==> config.mk <==
export PLATFORM = sky130hd
export DESIGN_NAME = fetch_queue
export DESIGN_NICKNAME = d
export VERILOG_FILES = /design/src/rtl/fetch_queue.sv
export SDC_FILE = /design/constraint.sdc
export NUM_CORES = 1
export LEC_CHECK = 0
export ABC_AREA = 1
export BUFFER_PORTS_ARGS = -buffer_cell sky130_fd_sc_hd__clkbuf_2
export CAP_MARGIN = 20
export CORE_UTILIZATION = 40
export DETAILED_ROUTE_END_ITERATION = 16
export PLACE_DENSITY = 0.65
export SYNTH_ARGS = -nofsm -noshare
export SYNTH_HDL_FRONTEND = slang
export SYNTH_SLANG_ARGS = --single-unit
==> constraint.sdc <==
create_clock -name clk -period 13.6 [get_ports clk]
set_input_delay 2.72 -clock clk [delete_from_list [all_inputs] [get_ports clk]]
set_output_delay 2.72 -clock clk [all_outputs]
set_load 0.03 [all_outputs]
==> src/rtl/fetch_queue.sv <==
// Instruction fetch queue: issues sequential fetches, buffers responses with their PC,
// flushes on redirect. Optional same-cycle response forwarding when FETCHQ_BYPASS_EN is defined.
module fetch_queue #(
  parameter int          DEPTH    = 4,
  parameter logic [31:0] RESET_PC = 32'h0000_0000
) (
  input  logic                     clk,
  input  logic                     rst,
  output logic                     imem_req,
  output logic [31:0]              imem_addr,
  input  logic [31:0]              imem_rdata,
  input  logic                     redirect,
  input  logic [31:0]              redirect_pc,
  output logic                     out_valid,
  input  logic                     out_ready,
  output logic [31:0]              out_instr,
  output logic [31:0]              out_pc,
  output logic [31:0]              out_incpc,
  output logic [$clog2(DEPTH):0]   count
);

  localparam int PW = $clog2(DEPTH);
  localparam int CW = PW + 1;
  localparam logic [CW:0] DEPTH_W = (CW+1)'(DEPTH);

  logic [31:0]   pc_reg;
  logic          inflight_reg;
  logic [31:0]   inflight_addr_reg;
  logic          kill_reg;
  logic [PW-1:0] wr_ptr_reg;
  logic [PW-1:0] rd_ptr_reg;
  logic [CW-1:0] count_reg;
  logic [CW-1:0] count_next;
  logic [31:0]   instr_mem [DEPTH];
  logic [31:0]   pc_mem    [DEPTH];

  logic          live;
  logic          fifo_empty;
  logic          fifo_full;
  logic          raw_valid;
  logic          push;
  logic          do_push;
  logic          pop;
  logic          fifo_pop;
  logic [31:0]   sel_instr;
  logic [31:0]   sel_pc;
  logic [CW:0]   occupancy;

  // A response is live when a request went out last cycle and nothing has discarded it.
  assign live       = inflight_reg & ~kill_reg & ~redirect;
  assign fifo_empty = (count_reg == '0);
  assign fifo_full  = (count_reg == DEPTH_W[CW-1:0]);

`ifdef FETCHQ_BYPASS_EN
  logic bypass;
  assign bypass    = live & fifo_empty;
  assign raw_valid = ~fifo_empty | bypass;
  assign sel_instr = fifo_empty ? imem_rdata        : instr_mem[rd_ptr_reg];
  assign sel_pc    = fifo_empty ? inflight_addr_reg : pc_mem[rd_ptr_reg];
  // A forwarded word consumed by decode this cycle never enters the FIFO.
  assign push      = live & ~(bypass & out_ready);
`else
  assign raw_valid = ~fifo_empty;
  assign sel_instr = instr_mem[rd_ptr_reg];
  assign sel_pc    = pc_mem[rd_ptr_reg];
  assign push      = live;
`endif

  assign out_valid = rst & raw_valid;
  assign pop       = out_valid & out_ready;
  assign fifo_pop  = pop & ~fifo_empty;
  assign do_push   = push & (~fifo_full | fifo_pop);

  // Occupancy after this cycle, counting the response still on its way back.
  assign occupancy = {1'b0, count_reg}
                   + {{CW{1'b0}}, inflight_reg}
                   - {{CW{1'b0}}, pop};
  assign imem_req  = rst & ~redirect & (occupancy < DEPTH_W);
  assign imem_addr = pc_reg;

  assign out_instr = out_valid ? sel_instr        : 32'h0;
  assign out_pc    = out_valid ? sel_pc           : 32'h0;
  assign out_incpc = out_valid ? sel_pc + 32'd4   : 32'h0;
  assign count     = count_reg;

  always_comb begin
    count_next = count_reg;
    if (redirect) begin
      count_next = '0;
    end else begin
      count_next = count_reg + CW'(do_push) - CW'(fifo_pop);
    end
  end

  always_ff @(posedge clk) begin
    if (!rst) begin
      pc_reg            <= RESET_PC;
      inflight_reg      <= 1'b0;
      inflight_addr_reg <= 32'h0;
      kill_reg          <= 1'b0;
      wr_ptr_reg        <= '0;
      rd_ptr_reg        <= '0;
      count_reg         <= '0;
    end else begin
      inflight_reg <= imem_req;
      kill_reg     <= redirect;
      count_reg    <= count_next;
      if (imem_req) begin
        inflight_addr_reg <= pc_reg;
      end
      if (redirect) begin
        pc_reg     <= redirect_pc & 32'hFFFF_FFFC;
        wr_ptr_reg <= '0;
        rd_ptr_reg <= '0;
      end else begin
        if (imem_req) begin
          pc_reg <= pc_reg + 32'd4;
        end
        if (do_push) begin
          wr_ptr_reg <= wr_ptr_reg + 1'b1;
        end
        if (fifo_pop) begin
          rd_ptr_reg <= rd_ptr_reg + 1'b1;
        end
      end
    end
  end

  // Entry storage carries no reset; stale contents are masked by count.
  always_ff @(posedge clk) begin
    if (rst && !redirect && do_push) begin
      instr_mem[wr_ptr_reg] <= imem_rdata;
      pc_mem[wr_ptr_reg]    <= inflight_addr_reg;
    end
  end

endmodule

# [Word level (Yosys, flattened, before mapping)]
# Memories as Yosys holds them, arrays and structs flattened. A register that Yosys moved wholly into a read port is not among the register bits.
# Cells that the tools add are included.
[totals] regBits=73 mem_bits_rw=256 mem_count=2
[memory_table] memory="instr_mem" words=4 word_bits=32 rd=1 rd_clocked_by_memory_dff=1 wr=1 line="34" rtl="logic [31:0] instr_mem [DEPTH];"
[memory_table] memory="pc_mem" words=4 word_bits=32 rd=1 rd_clocked_by_memory_dff=1 wr=1 line="35" rtl="logic [31:0] pc_mem [DEPTH];"
[op_classes] add_sub_neg=8 magnitude_cmp=1 n_eq_ne=1 muxes=11 bitwise_logic=14 n_reduce_logical=6
[op_table] op="2-to-1 mux 32 bit" n=5
[op_table] op="adder 32 x 3 -> 32 bit, second input constant" n=2
[op_table] op="AND 1 bit" n=8
[op_table] op="2-to-1 mux 2 bit" n=4
[op_table] op="inverter 1 bit" n=5
[op_table] op="adder 2 x 1 -> 2 bit, second input constant" n=2
[op_table] op="adder 3 x 1 -> 4 bit" n=1
[op_table] op="less-than comparator 4 x 3 -> 1 bit, second input constant" n=1
[op_table] op="subtractor 4 x 1 -> 4 bit" n=1
[op_table] op="adder 3 x 1 -> 3 bit" n=1
[op_table] op="equality test 3 bit, second input constant" n=1
[op_table] op="zero test 3 bit" n=1
[op_table] op="subtractor 3 x 1 -> 3 bit" n=1
[op_table] op="logical AND 1 bit" n=2
[op_table] op="2-to-1 mux 1 bit" n=2
[op_table] op="nonzero test 2 bit" n=1
[op_table] op="OR reduction 2 bit" n=1
[op_table] op="zero test 1 bit" n=1
[op_table] op="OR 1 bit" n=1

# [Depth between registers and ports, before layout]
[depth] ltp_word=10 depth_mapped=18 mapped_depth_nobuf=17

# [Least setup slack after synthesis]
# Ideal clock, no wire load.
[synth_path] path_kind="input to output" startpoint="input port rst" endpoint="output port out_incpc[6]" t_arrival_ns=4.457 required_time_ns=10.880 path_slack_ns=6.423 stages=8 path_cell_list="inv_1 a31oi_1 buf_2 inv_1 clkbuf_1 nor2_1 a21oi_1 a21oi_1"
[synth_between] elab_chain_cells=2
[synth_rtl] item="start, declared" line="8" rtl="input logic rst,"
[synth_rtl] item="AND 1 bit" line="69" rtl="assign out_valid = rst & raw_valid;"
[synth_rtl] item="2-to-1 mux 32 bit" line="83" rtl="assign out_incpc = out_valid ? sel_pc + 32'd4 : 32'h0;"
[synth_rtl] item="end, declared" line="18" rtl="output logic [31:0] out_incpc,"
# Every way passes these cells.

# [Final worst setup path]
[layout_path] startpoint="input port rst" endpoint="output port imem_req"
[layout_between] elab_chain_cells=5
[layout_rtl] item="AND 1 bit" line="69"
[layout_rtl] item="AND 1 bit" line="70" rtl="assign pop = out_valid & out_ready;"
[layout_rtl] item="subtractor 4 x 1 -> 4 bit" line="77" rtl="- {{CW{1'b0}}, pop};"
[layout_rtl] item="less-than comparator 4 x 3 -> 1 bit" line="78" rtl="assign imem_req = rst & ~redirect & (occupancy < DEPTH_W);"
[layout_rtl] item="AND 1 bit (*)" line="78"
[layout_rtl] item="end, declared" line="9" rtl="output logic imem_req,"
# Every way passes the cells marked *; elsewhere a longest branch is shown, timed or not.

==> metrics.log <==
INFO  metric timing.final.setup_violations = 0
INFO  metric detailed_place_hpwl = about 26 mm
INFO  metric io_pins = between 200 and 250
INFO  metric power.share.sequential = between 50% and 60%
INFO  metric grt_max_degree = about 130
INFO  metric cell_int_power = 1.64 mW
INFO  metric grt_setup_unrepaired = false
INFO  metric worstHoldPathType = reg -> reg
INFO  metric setup.worst_path.class = in -> out
INFO  metric num_antenna_cells = 0
INFO  metric tritoncts_num_sinks = approximately 320
INFO  metric largest_reg_flops = around 130
INFO  metric wire_length_of_the_first_global_routing_pass = about 62 mm
INFO  metric setup.worst_path.start_class = input port
INFO  metric top_register = instr_mem
INFO  metric clock_tree_from_tritoncts = done
INFO  metric worst-path-max-fanout = 42
INFO  metric netlist-cell-type-count = 36
INFO  metric cts_max_path_buffers = 3
INFO  metric detailedRoute.firstIterationViolations = slightly below 600
INFO  metric die-area = 38600 um2
INFO  metric antenna_found_initial = 0
INFO  metric ant_nets = 0
INFO  metric cts_max_level = 2
INFO  metric slew_headroom = a little under a third
INFO  metric ctsRootBufferMaster = sky130_fd_sc_hd__clkbuf_16
INFO  metric max_cap_violations = 0
INFO  metric crit_family = buffers and inverters
INFO  metric data_required_time_of_the_worst_path = 10880 ps
INFO  metric synthArstFlopShare = 0%
INFO  metric dr_total_vias = 12094
INFO  metric post_route_cells_drive_above_1_share = approximately 15%
INFO  metric synth_area_leader_cell = sky130_fd_sc_hd__edfxtp_1
INFO  metric power.density_cell_area = about 120 nW/um2
INFO  metric synth-seq-cells = 319
INFO  metric cts_resized = 0
INFO  metric std_cell_rows = 70
INFO  metric timing.final.max_slew_violations = 0
INFO  metric biggestRegsByFlops = instr_mem (128), pc_mem (120)
INFO  metric layout.cell_area.non_filler = ~18000 um2
INFO  metric worst-slew-pin-transition = approximately 1000 ps
INFO  metric gpl.final_weighted_congestion = ~0.89
INFO  metric cts.reportedPaths.clkPinSlew = approximately 50 ps
INFO  metric tns = 0 ps
INFO  metric cts.hold.buffers_added = 0
INFO  metric globalRouteTotalUtil = about a fifth
INFO  metric numCtsBuffers = 35
INFO  metric drt-total-wl = ~40 mm
INFO  metric clock_power_share = between 40% and 50%
INFO  metric chipHeight = a little under 200 um
INFO  metric power_frac_comb = ~5.3%
INFO  metric synth_ff_type = sky130_fd_sc_hd__edfxtp_1
INFO  metric drc = 0
INFO  metric worstSkewPairLatency = 520 ps
INFO  metric cpPeakStageDelay = around 600 ps
INFO  metric syn-mean-instance-area = 8.62 um2
INFO  metric worst_ir_drop_vdd = between 70 and 80 uV
INFO  metric synth.area.top_cells = sky130_fd_sc_hd__edfxtp_1 49%, sky130_fd_sc_hd__nand2_1 13%, sky130_fd_sc_hd__dfxtp_1 9.4%
INFO  metric place.port_buffers = roughly 190
INFO  metric clock.fmax = 112 MHz
INFO  metric finalClockSkew = between 9 and 10 ps
INFO  metric timing_hold_violations_final = 0
INFO  metric globalRouteOverflowTotal = 0
INFO  metric die_w = about 200 um
INFO  metric run_status = finished, final reports clean
INFO  metric final_period_utilization = about two thirds
INFO  metric number_of_enable_flip_flop_cells_after_synthesis = ~250
INFO  metric yosys_warnings = 0
INFO  metric slowest_stage = sky130_fd_sc_hd__inv_1
INFO  metric vias_per_cell = 4.95
INFO  metric synth.most_common_cell = sky130_fd_sc_hd__nand2_1
INFO  metric netlist.area_leader.share = 49.2%
INFO  metric end_kind = output port
INFO  metric syn2layout_area_growth = 15.8%
INFO  metric critPathBufInv = 6
INFO  metric floorplan.initialDensity = between 40% and 50%
INFO  metric power.leakage = 7.18 nW
INFO  metric cts_setup_buffers = 0
INFO  metric ys_top_cells_by_count = 530 x sky130_fd_sc_hd__nand2_1, 302 x sky130_fd_sc_hd__nor2_1, 248 x sky130_fd_sc_hd__edfxtp_1
INFO  metric placed_area = about 16000 um2
INFO  metric timing.critical_path.arrival = between 6000 and 7000 ps
INFO  metric finalNetCount = roughly 2000
INFO  metric fin_crit = 8930 ps
INFO  metric core = between 30000 and 40000 um2
INFO  metric wire_per_inst = approximately 16 um
INFO  metric ys_seq_area_share = between 50% and 60%
INFO  metric fillerInstances = 3533
INFO  metric netlist_area = 15100 um2
INFO  metric grt_pass1_vias = around 11000
INFO  metric drt_pre_antenna_iters = 5
INFO  metric timing.critical_path.cells = clkbuf_2 -> inv_1 -> a31oi_2 -> buf_4 -> nand2_1 -> inv_1 -> ha_1 -> inv_1 -> ha_1 -> nand3_1 -> nand2_1 -> nand2_1 -> nand3_1 -> nor2_4 -> clkbuf_2
INFO  metric swShare = 22.1%
INFO  metric postSynthCellCount = 1757
INFO  metric netSwitchingPower = between 0.4 and 0.5 mW
-- worst register-to-register path: stages (launching register included) --
cell                      delay [ps]
sky130_fd_sc_hd__dfxtp_1         410
sky130_fd_sc_hd__inv_1           120
sky130_fd_sc_hd__a31oi_2         170
sky130_fd_sc_hd__buf_4           370
sky130_fd_sc_hd__nand2_1         190
sky130_fd_sc_hd__inv_1            90
sky130_fd_sc_hd__ha_1            130
sky130_fd_sc_hd__inv_1            40
sky130_fd_sc_hd__ha_1            280
sky130_fd_sc_hd__nand3_1         110
sky130_fd_sc_hd__nand2_1          50
sky130_fd_sc_hd__nand2_1          50
sky130_fd_sc_hd__nand3_1         120
sky130_fd_sc_hd__nor2_4          300
sky130_fd_sc_hd__buf_4           530
sky130_fd_sc_hd__nor2_1          120
sky130_fd_sc_hd__buf_4           270
sky130_fd_sc_hd__inv_1           340
sky130_fd_sc_hd__nand2_1          90
sky130_fd_sc_hd__a21oi_1         140
-- final timing paths --
path              slack (ps)                          to  cells after the start                        from
setup / recovery        4670                    imem_req                     15                         rst
hold / removal           480                    register                      2  rd_ptr_reg[1]$_SDFFE_PP0N_
setup reg to reg        9610  imem_addr[16]$_SDFFE_PN0P_                     19         count[1]$_SDFF_PP0_
hold reg to reg          480                    register                      2  rd_ptr_reg[1]$_SDFFE_PP0N_
-- per-stage QoR --
step	instances	hold slack, ps	util (%)	power (mW)	worst slack [ps]
global placement	2381	463	44.4	1.22	4600
global route	2445	506	47.4	2.17	4330
finish	2445	484	47.4	2.10	4670
CTS	2444	486	47.3	2.12	4640
floorplan	1762	436	-	1.18	6420
detailed placement	2381	467	44.4	1.22	4640
-- cells by family (layout without fill, tap and decap cells) --
| family | Yosys count | count (layout) | share of synthesized area, % |
|---|---|---|---|
| other | 1 | 6 | 0.0248 |
| flip-flops | 319 | 319 | 58.6 |
| AND/OR/NAND/NOR | 984 | 984 | 26.1 |
| XOR/XNOR | 1 | 1 | 0.0579 |
| adder cells (fa/ha/maj) | 12 | 12 | 1.04 |
| buffers and inverters | 198 | 377 | 5.89 |
| AO/OA/AOI/OAI | 242 | 242 | 8.27 |
-- layer usage --
metal	track usage, %	up-vias	part of all wire, %
li1	-	6113	-
met1	27.6	5558	44
met2	34.1	369	47
met3	3.59	54	6.3
met4	7.06	0	2.6
met5	0	-	0
-- placed cells by master, fill, tap and decap left out, drive strengths merged, types with 14 or more instances in the layout --
cell,instances
a21oi,101
clkbuf,239
clkinv,14
dfxtp,71
edfxtp,248
inv,110
nand2,535
nand3,112
nor2,316
o21ai,124
-- cell type report --
type | instances | area [um2] | share of cell area [%]
Sequential cell | 319 | 8870 | 50.6
Multi-Input combinational cell | 1245 | 5440 | 31.0
Timing Repair Buffer | 204 | 1070 | 6.11
Clock buffer | 47 | 963 | 5.50
Tap cell | 504 | 631 | 3.60
Inverter | 110 | 418 | 2.38
Clock inverter | 16 | 129 | 0.735
-- power groups by stage --
stage	sequential, mW	combinational, mW	clock [mW]
global placement	1.11	0.109	0
global route	1.09	0.124	0.958
floorplan	1.11	0.0638	0
finish	1.09	0.111	0.900
detailed placement	1.11	0.111	0
CTS	1.09	0.112	0.922
No activity file was read; power rests on OpenSTA's default activity.
